File: config.mk
export PLATFORM = sky130hd
export DESIGN_NAME = tlc_junction_ctrl
export DESIGN_NICKNAME = d
export VERILOG_FILES = /design/src/rtl/tlc_pkg.sv /design/src/rtl/tlc_dwell_timer.sv /design/src/rtl/tlc_junction_ctrl.sv
export SDC_FILE = /design/constraint.sdc
export NUM_CORES = 1
export LEC_CHECK = 0
export CORE_MARGIN = 4
export CORE_UTILIZATION = 35
export CTS_CLUSTER_DIAMETER = 100
export DETAILED_ROUTE_END_ITERATION = 8
export SLEW_MARGIN = 20
export SYNTH_ARGS = -nofsm -noshare
export SYNTH_HDL_FRONTEND = slang
export SYNTH_HIERARCHICAL = 1
export SYNTH_SLANG_ARGS = --single-unit
File: constraint.sdc
create_clock -name clk -period 4 [get_ports clk]
set_input_delay 0.8 -clock clk [delete_from_list [all_inputs] [get_ports clk]]
set_output_delay 0.8 -clock clk [all_outputs]
set_load 0.01 [all_outputs]
File: src/rtl/tlc_pkg.sv
// rtl/tlc_pkg.sv - shared state codes, lamp encodings and lamp decode for the junction controller
package tlc_pkg;

    typedef enum logic [2:0] {
        MAIN_GREEN  = 3'd0,
        MAIN_YELLOW = 3'd1,
        ALL_RED_1   = 3'd2,
        SIDE_GREEN  = 3'd3,
        SIDE_YELLOW = 3'd4,
        ALL_RED_2   = 3'd5
    } state_t;

    localparam logic [2:0] LT_RED = 3'b100;
    localparam logic [2:0] LT_YEL = 3'b010;
    localparam logic [2:0] LT_GRN = 3'b001;

    // Returns {main_light, side_light}; any unknown code decodes to both red.
    function automatic logic [5:0] lamps(input state_t s);
        case (s)
            MAIN_GREEN:  lamps = {LT_GRN, LT_RED};
            MAIN_YELLOW: lamps = {LT_YEL, LT_RED};
            SIDE_GREEN:  lamps = {LT_RED, LT_GRN};
            SIDE_YELLOW: lamps = {LT_RED, LT_YEL};
            default:     lamps = {LT_RED, LT_RED};
        endcase
    endfunction

endpackage

File: src/rtl/tlc_dwell_timer.sv
// rtl/tlc_dwell_timer.sv - per-state dwell counter, cleared on state entry, saturating
module tlc_dwell_timer #(
    parameter int CNT_W = 8
) (
    input  logic             clk,
    input  logic             rst,
    input  logic             clr,
    output logic [CNT_W-1:0] cnt
);

    always_ff @(posedge clk or posedge rst) begin
        if (rst) begin
            cnt <= '0;
        end else if (clr) begin
            cnt <= '0;
        end else if (cnt != {CNT_W{1'b1}}) begin
            cnt <= cnt + CNT_W'(1);
        end
    end

endmodule

File: src/rtl/tlc_junction_ctrl.sv
// rtl/tlc_junction_ctrl.sv - two-road junction FSM with internal dwell timer
// Optional pedestrian request (ped_req/walk) enabled by macro TLC_PED_REQ_EN.
module tlc_junction_ctrl
    import tlc_pkg::*;
#(
    parameter int CNT_W    = 8,
    parameter int MAIN_MIN = 20,
    parameter int SIDE_MIN = 5,
    parameter int SIDE_MAX = 15,
    parameter int YEL_T    = 3,
    parameter int RED_T    = 2
) (
    input  logic       clk,
    input  logic       rst,
    input  logic       car,
`ifdef TLC_PED_REQ_EN
    input  logic       ped_req,
    output logic       walk,
`endif
    output logic [2:0] main_light,
    output logic [2:0] side_light,
    output logic [2:0] state_o,
    output logic       tmr_start
);

    localparam logic [CNT_W-1:0] MAIN_LIM = CNT_W'(MAIN_MIN - 1);
    localparam logic [CNT_W-1:0] SMIN_LIM = CNT_W'(SIDE_MIN - 1);
    localparam logic [CNT_W-1:0] SMAX_LIM = CNT_W'(SIDE_MAX - 1);
    localparam logic [CNT_W-1:0] YEL_LIM  = CNT_W'(YEL_T - 1);
    localparam logic [CNT_W-1:0] RED_LIM  = CNT_W'(RED_T - 1);

    state_t           state;
    state_t           next;
    logic [CNT_W-1:0] cnt;
    logic [2:0]       main_q;
    logic [2:0]       side_q;
    logic             changing;
    logic             demand;
    logic             side_done;

`ifdef TLC_PED_REQ_EN
    logic ped_latch;
    logic ped_hold;

    assign demand    = car || ped_latch || ped_req;
    assign side_done = ped_hold ? (cnt >= SMIN_LIM) : (!car && cnt >= SMIN_LIM);
    assign walk      = (state == SIDE_GREEN);

    // ped_hold remembers whether this side-green phase was granted to a pedestrian.
    always_ff @(posedge clk or posedge rst) begin
        if (rst) begin
            ped_latch <= 1'b0;
            ped_hold  <= 1'b0;
        end else if (changing && next == SIDE_GREEN) begin
            ped_latch <= 1'b0;
            ped_hold  <= ped_latch;
        end else if (ped_req) begin
            ped_latch <= 1'b1;
        end
    end
`else
    assign demand    = car;
    assign side_done = !car && cnt >= SMIN_LIM;
`endif

    always_comb begin
        next = state;
        case (state)
            MAIN_GREEN:  if (demand && cnt >= MAIN_LIM)           next = MAIN_YELLOW;
            MAIN_YELLOW: if (cnt == YEL_LIM)                      next = ALL_RED_1;
            ALL_RED_1:   if (cnt == RED_LIM)                      next = SIDE_GREEN;
            SIDE_GREEN:  if (side_done || cnt == SMAX_LIM)        next = SIDE_YELLOW;
            SIDE_YELLOW: if (cnt == YEL_LIM)                      next = ALL_RED_2;
            ALL_RED_2:   if (cnt == RED_LIM)                      next = MAIN_GREEN;
            default:                                              next = MAIN_GREEN;
        endcase
    end

    assign changing = (next != state);

    tlc_dwell_timer #(.CNT_W(CNT_W)) u_timer (
        .clk (clk),
        .rst (rst),
        .clr (changing),
        .cnt (cnt)
    );

    always_ff @(posedge clk or posedge rst) begin
        if (rst) begin
            state     <= MAIN_GREEN;
            main_q    <= LT_GRN;
            side_q    <= LT_RED;
            tmr_start <= 1'b0;
        end else begin
            state            <= next;
            {main_q, side_q} <= lamps(next);
            tmr_start        <= changing;
        end
    end

    // A corrupted state code forces both roads red until the FSM recovers.
    assign main_light = (state > ALL_RED_2) ? LT_RED : main_q;
    assign side_light = (state > ALL_RED_2) ? LT_RED : side_q;
    assign state_o    = state;

endmodule

==> impl_results.md, run 1 <==
* Vias in the first global route at 746
* Pwr Density at 663 mW/mm2
* Critical path arrival at 3.14 ns
* Die width at 61.0 um
* Final Critical Period at 2.97 ns
* First-pass GRT wire length at 3530 um
* Worst skew pair latency at 0.29 ns
* Achievable Freq at 0.337 GHz
* Worst Path Max Fanout at 12
* Initial Util at 0.383
* Drc violations at 0
* Postcts setup bufs at 0
* Detail Placement HPWL at 1450 um
* Avg Inst Size Synth at 9.93 um2
* FF-to-FF path depth at 7
* Top cell type's share of synthesized area at 0.407
* Crit path kind: reg2reg
* Yosys reg bits at 18
* Vias per inst at 5.76
* Fin util at 0.451
* Design area at 0.00116 mm2
* Cts-stage hold buffer count at 0
* Hold Violations, Final at 0
* Die Area at 0.00372 mm2
* Gate power share at 0.457
* Least-Margin Pin Slew at 0.711 ns
* Maxcap violations at 0
* Nets at 118
* Drt initial violations at 30
* Peak VDD IR at 0.408 mV
* WP data required at 4.17 ns
* Largest net degree at the start of global routing at 15
* Total number of vias at 823
* Slew Limit Fails at 0
* Mapped cell area at 983 um2
* Crit path capture type: flop
* Port bufs at 12
* Cell-internal power at 0.468 mW
* Startpoint type of the worst setup path: flop
* Core area at 0.00257 mm2
* Share of layout cells above drive strength 1 at 0.106
* Rows at 18
* Outcome: complete, no violations
* H-tree levels at 1
* Leading area contributor after synthesis: dfrtp_1
* Io pins at 13
* Longest Clk Path Bufs at 2
* CTS tree: built
* Final antenna diode count at 0
* Worst r2r dst: u_timer/cnt[4]
* Routed WL at 2060 um
* Hold Path Depth at 1
* Worst hold path type: reg2reg
* Share of power burned in registers at 0.421
* Synth cell types at 39
* FF-to-FF Start: u_timer/cnt[4]
* Period utilization at 0.743
* Post-DRT Antenna Nets at 0
* First-pass DRT Iterations at 4
* DR WL/cell at 14.4 um
* Synth warn at 6
* Gr usage total at 0.125
* Post_cts resized at 0
* TritonCTS Buffers at 3
* Sequential share of the synthesized area at 0.461
* Clk sinks at 18
* Static leakage at 0.498 nW
* Die H at 61.0 um
* Initial antenna violation count at 0
* Tot Pwr at 0.768 mW
* CTS Root Cell: clkbuf_4
* Hold_sp: state_o[2]
* Total gr overflow at 0
* Syn_nets at 103
* Switching share of power at 0.390
* Psw at 0.300 mW
* Synth-to-layout area growth at 17.8%
* Top cells by area, synth: dfrtp_1, dfstp_2, a31oi_1
* WHS Endpoint: state_o[1]
* Slew headroom at 0.513
* Mapped Cells at 99
* Final setup TNS at 0 ns
* Clock network power share at 0.122
* Layout Skew at 0.00909 ns
* Reg-to-reg slack, setup at 1.03 ns
* Worst-path clk slew at 0.10 ns
* Placed Area at 0.00113 mm2
* Final weighted congestion in routability-driven placement at 0.812
* Unrepaired setup endpoints after global routing: false
* Setup violation total in the final timing report at 0
==> final cells by class <==
class | instances | area, um2
clock buffers | 4 | 26.3
fillers | 242 | 1410
inverters | 2 | 7.51
multi-input cells | 77 | 514
flip-flops and latches | 18 | 453
well taps | 30 | 37.5
repair buffers | 12 | 120
==> power by group through the flow <==
stage	sequential, mW	combinational, mW	clock [mW]
after floorplan	0.306	0.236	0
after CTS	0.323	0.355	0.0943
after detailed placement	0.327	0.354	0
after global placement	0.325	0.353	0
after global routing	0.337	0.390	0.105
final	0.323	0.351	0.0934
==> sequential cells by signal, indices dropped and copies added, names as in the netlist <==
name	flops
u_timer/cnt	8
main_q	3
side_q	3
state_o	3
tmr_start	1
==> cells in the final DEF, fill, tap and decap left out, types with 2 or more instances in the layout <==
cell type and instances:
dfrtp_1 16, clkdlybuf4s50_1 12, nor2_1 7, nand3_1 6
nand2_1 5, a31oi_1 5, a21oi_1 5, nor3_1 5
and2_1 4, nand2b_1 3, nand4_1 3, clkbuf_4 3
nor2b_1 2, a41oi_1 2, a211oi_1 2, o21ai_1 2
o21ai_0 2, nor3b_1 2, inv_1 2, dfstp_2 2
and4_1 2, and3_1 2, o21bai_1 2
==> synth_stat cells <==
cell type / count
a2111o_1: 1
o21ai_1: 2
nand4b_1: 1
nand2_1: 5
dfstp_2: 2
and2_1: 4
o2111ai_1: 1
and4_1: 2
clkbuf_1: 1
nor4b_1: 1
or4_4: 1
o21ai_2: 1
a32o_2: 1
nor2b_1: 2
a41o_1: 1
o41ai_2: 1
a211o_1: 1
nand4_1: 3
a211oi_2: 1
nor3_1: 5
dfrtp_1: 16
and3_1: 2
ha_1: 1
o21bai_1: 2
or3_4: 1
nor3b_1: 2
inv_1: 2
a31oi_1: 5
buf_2: 1
nand2b_1: 3
a41oi_1: 2
o21ai_0: 2
nor4_2: 1
and2b_1: 1
a21oi_1: 5
nand3_1: 6
mux2i_1: 1
a211oi_1: 2
nor2_1: 7
==> critical path, cell delays in order (launching register included) <==
cell and delay, ns:
dfrtp_1 0.52, nor4_2 0.65, nand3_1 0.15, a32o_2 0.31, or3_4 0.34, mux2i_1 0.57, o21bai_1 0.22, a31oi_1 0.06
==> worst max-delay path by stage <==
stage / start / end / cells past startpoint
3_3_place_gp: car / u_timer/cnt[4] / 7
6_report: u_timer/cnt[4] / u_timer/cnt[4] / 7
5_1_grt: u_timer/cnt[4] / u_timer/cnt[4] / 7
3_5_place_dp: car / u_timer/cnt[4] / 7
2_1_floorplan: u_timer/cnt[1] / u_timer/cnt[2] / 7
4_1_cts: u_timer/cnt[4] / u_timer/cnt[4] / 7
==> metal layers <==
metal | global-route usage | wire length (um)
met3 | 0.0404 | 133
met2 | 0.186 | 947
met1 | 0.184 | 983
met4 | 0.00929 | 0
met5 | 0 | 0
==> kinds of logic (layout without fill, tap and decap cells) <==
| logic type | after synthesis | count (layout) | synth area share |
|---|---|---|---|
| mux | 1 | 1 | 0.0102 |
| compound gates | 28 | 28 | 0.215 |
| buf+inv | 4 | 18 | 0.0165 |
| flops | 18 | 18 | 0.461 |
| simple gates | 47 | 47 | 0.285 |
| fa+ha+maj | 1 | 1 | 0.0127 |
==> per-stage QoR <==
| stage | setup WS, ns | instances | hold WS, ns |
|---|---|---|---|
| 6_report | 1.03 | 143 | 0.597 |
| 4_1_cts | 1.04 | 143 | 0.586 |
| 3_3_place_gp | 1.04 | 139 | 0.574 |
| 3_5_place_dp | 0.992 | 139 | 0.572 |
| 2_1_floorplan | 1.50 | 99 | 0.572 |
| 5_1_grt | 0.808 | 143 | 0.619 |
(Power assumes the default switching activity.)
==> run 2: changes to the inputs <==
- clock period: 4 -> 2.5 ns (I/O delays scaled with it)
==> impl_results.md, run 2 (same netlist as run 1, synthesis figures left out) <==
* Drt initial violations at 67
* Most frequent cells in the layout: dfrtp_1, clkdlybuf4s50_1, buf_4
* Outcome: complete, no violations
* Tot Pwr at 1.44 mW
* CTS tree: built
* Drc violations at 0
* Rows at 18
* Routed WL at 2540 um
* Startpoint type of the worst setup path: flop
* Crit path kind: reg2reg
* Fin util at 0.507
* Static leakage at 0.580 nW
* Pwr Density at 1100 mW/mm2
* Gr usage total at 0.148
* Initial antenna violation count at 0
* Maxcap violations at 0
* Die width at 61.0 um
* Vias in the first global route at 846
* Longest Clk Path Bufs at 2
* Placed Area at 0.00123 mm2
* H-tree levels at 1
* Min Hold Slack at 0.461 ns
* Least-Margin Pin Slew at 0.477 ns
* First-pass GRT wire length at 3990 um
* Worst-path clk slew at 0.10 ns
* Slew Limit Fails at 0
* Setup WS post-layout at 0.108 ns
* Die H at 61.0 um
* Share of layout cells above drive strength 1 at 0.240
* Detail Placement HPWL at 1820 um
* Critical path arrival at 2.61 ns
* Initial Util at 0.383
* DR WL/cell at 16.4 um
* Achievable Freq at 0.418 GHz
* Reg-to-reg slack, setup at 0.11 ns
* Postcts setup bufs at 0
* Most common cell after layout, fill and taps aside: dfrtp_1
* Core area at 0.00257 mm2
* Dpl cells at 151
* Total gr overflow at 0
* Final Critical Period at 2.39 ns
* Nets at 130
* WP data required at 2.71 ns
* Final weighted congestion in routability-driven placement at 0.854
* Vias per inst at 5.84
* Peak VDD IR at 0.719 mV
* First-pass DRT Iterations at 4
* Unrepaired setup endpoints after global routing: false
* Worst skew pair latency at 0.29 ns
* FF-to-FF path depth at 7
* Period utilization at 0.957
* Port bufs at 12
* Clk sinks at 18
* Worst Path Max Fanout at 4
* Layout Skew at 0.00214 ns
* Hold Violations, Final at 0
* Worst hold path type: in2async
* Total number of vias at 905
* Die Area at 0.00372 mm2
* Crit path capture type: flop
* Synth-to-layout area growth at 32.3%
* Final antenna diode count at 0
* Final std cells w/o fill at 155
* Post-DRT Antenna Nets at 0
* Largest net degree at the start of global routing at 15
* Final setup TNS at 0 ns
* Place WS at 0.128 ns
* Top reg by flops: u_timer/cnt
* Largest register FFs at 8
* Io pins at 13
* Design area at 0.00130 mm2
* CTS Root Cell: clkbuf_4
* Worst r2r dst: u_timer/cnt[6]
* TritonCTS Buffers at 3
* Setup violation total in the final timing report at 0
* Slew headroom at 0.682
* FF-to-FF Start: u_timer/cnt[4]
## run 2: changes by cell type in the layout (fill, tap and decap cells not counted), sizes merged
cell,before,now
buf,0,12
## run 2: power breakdown
group | internal, mW | switching (mW) | total [mW] | leakage, nW
Combinational | 0.401 | 0.387 | 0.789 | 0.328
Clock | 0.0888 | 0.0902 | 0.179 | 0.0210
Sequential | 0.393 | 0.0769 | 0.469 | 0.231
Total | 0.883 | 0.554 | 1.44 | 0.580
## run 2: area by class of cell
cell class                      instances  area (um2)
Clock buffer                            4        36.3
Timing Repair Buffer                   24         210
Inverter                                2        7.51
Sequential cell                        18         453
Multi-Input combinational cell         77         557
Tap cell                               30        37.5
Fill cell                             258        1270
## run 2: repair_timing
item / in CTS / in global routing
hold buffers: 0 / 0
endpoints found under the hold margin: 0 / 0
resized for setup: 0 / 6
endpoints found under the setup margin: 0 / 8
## run 2: routing by layer
metal | wire length (um) | share of wire | vias up | global-route usage
met4 | 12 | 0.0047 | 0 | 0.0279
met5 | 0 | 0 | - | 0
met3 | 122 | 0.048 | 4 | 0.0404
li1 | - | - | 436 | -
met2 | 1330 | 0.52 | 21 | 0.255
met1 | 1080 | 0.42 | 444 | 0.187
## run 2: worst max path at each step
stage | start | endpoint | slack [ns] | depth (start not counted)
6_report | u_timer/cnt[4] | u_timer/cnt[6] | 0.11 | 7
3_5_place_dp | u_timer/cnt[4] | u_timer/cnt[3] | 0.13 | 7
3_3_place_gp | car | u_timer/cnt[0] | 0.14 | 7
2_1_floorplan | u_timer/cnt[1] | u_timer/cnt[2] | 0.09 | 7
4_1_cts | u_timer/cnt[4] | u_timer/cnt[3] | 0.1 | 7
5_1_grt | u_timer/cnt[4] | u_timer/cnt[6] | 0.004 | 7
## run 2: critical path, cell delays in order, from the launching register on
cell and delay [ns]:
dfrtp_1 0.39, or4_4 0.57, o41ai_4 0.24, a211oi_2 0.13, or3_4 0.43, mux2i_2 0.18
buf_4 0.18, nor3_1 0.19
==> run 3: changes to the inputs <==
- CTS_BUF_LIST: default -> sky130_fd_sc_hd__clkbuf_4 sky130_fd_sc_hd__clkbuf_8
==> results of run 3 <==
Same layout as run 2: the final DEF is identical, and so are final timing and power.
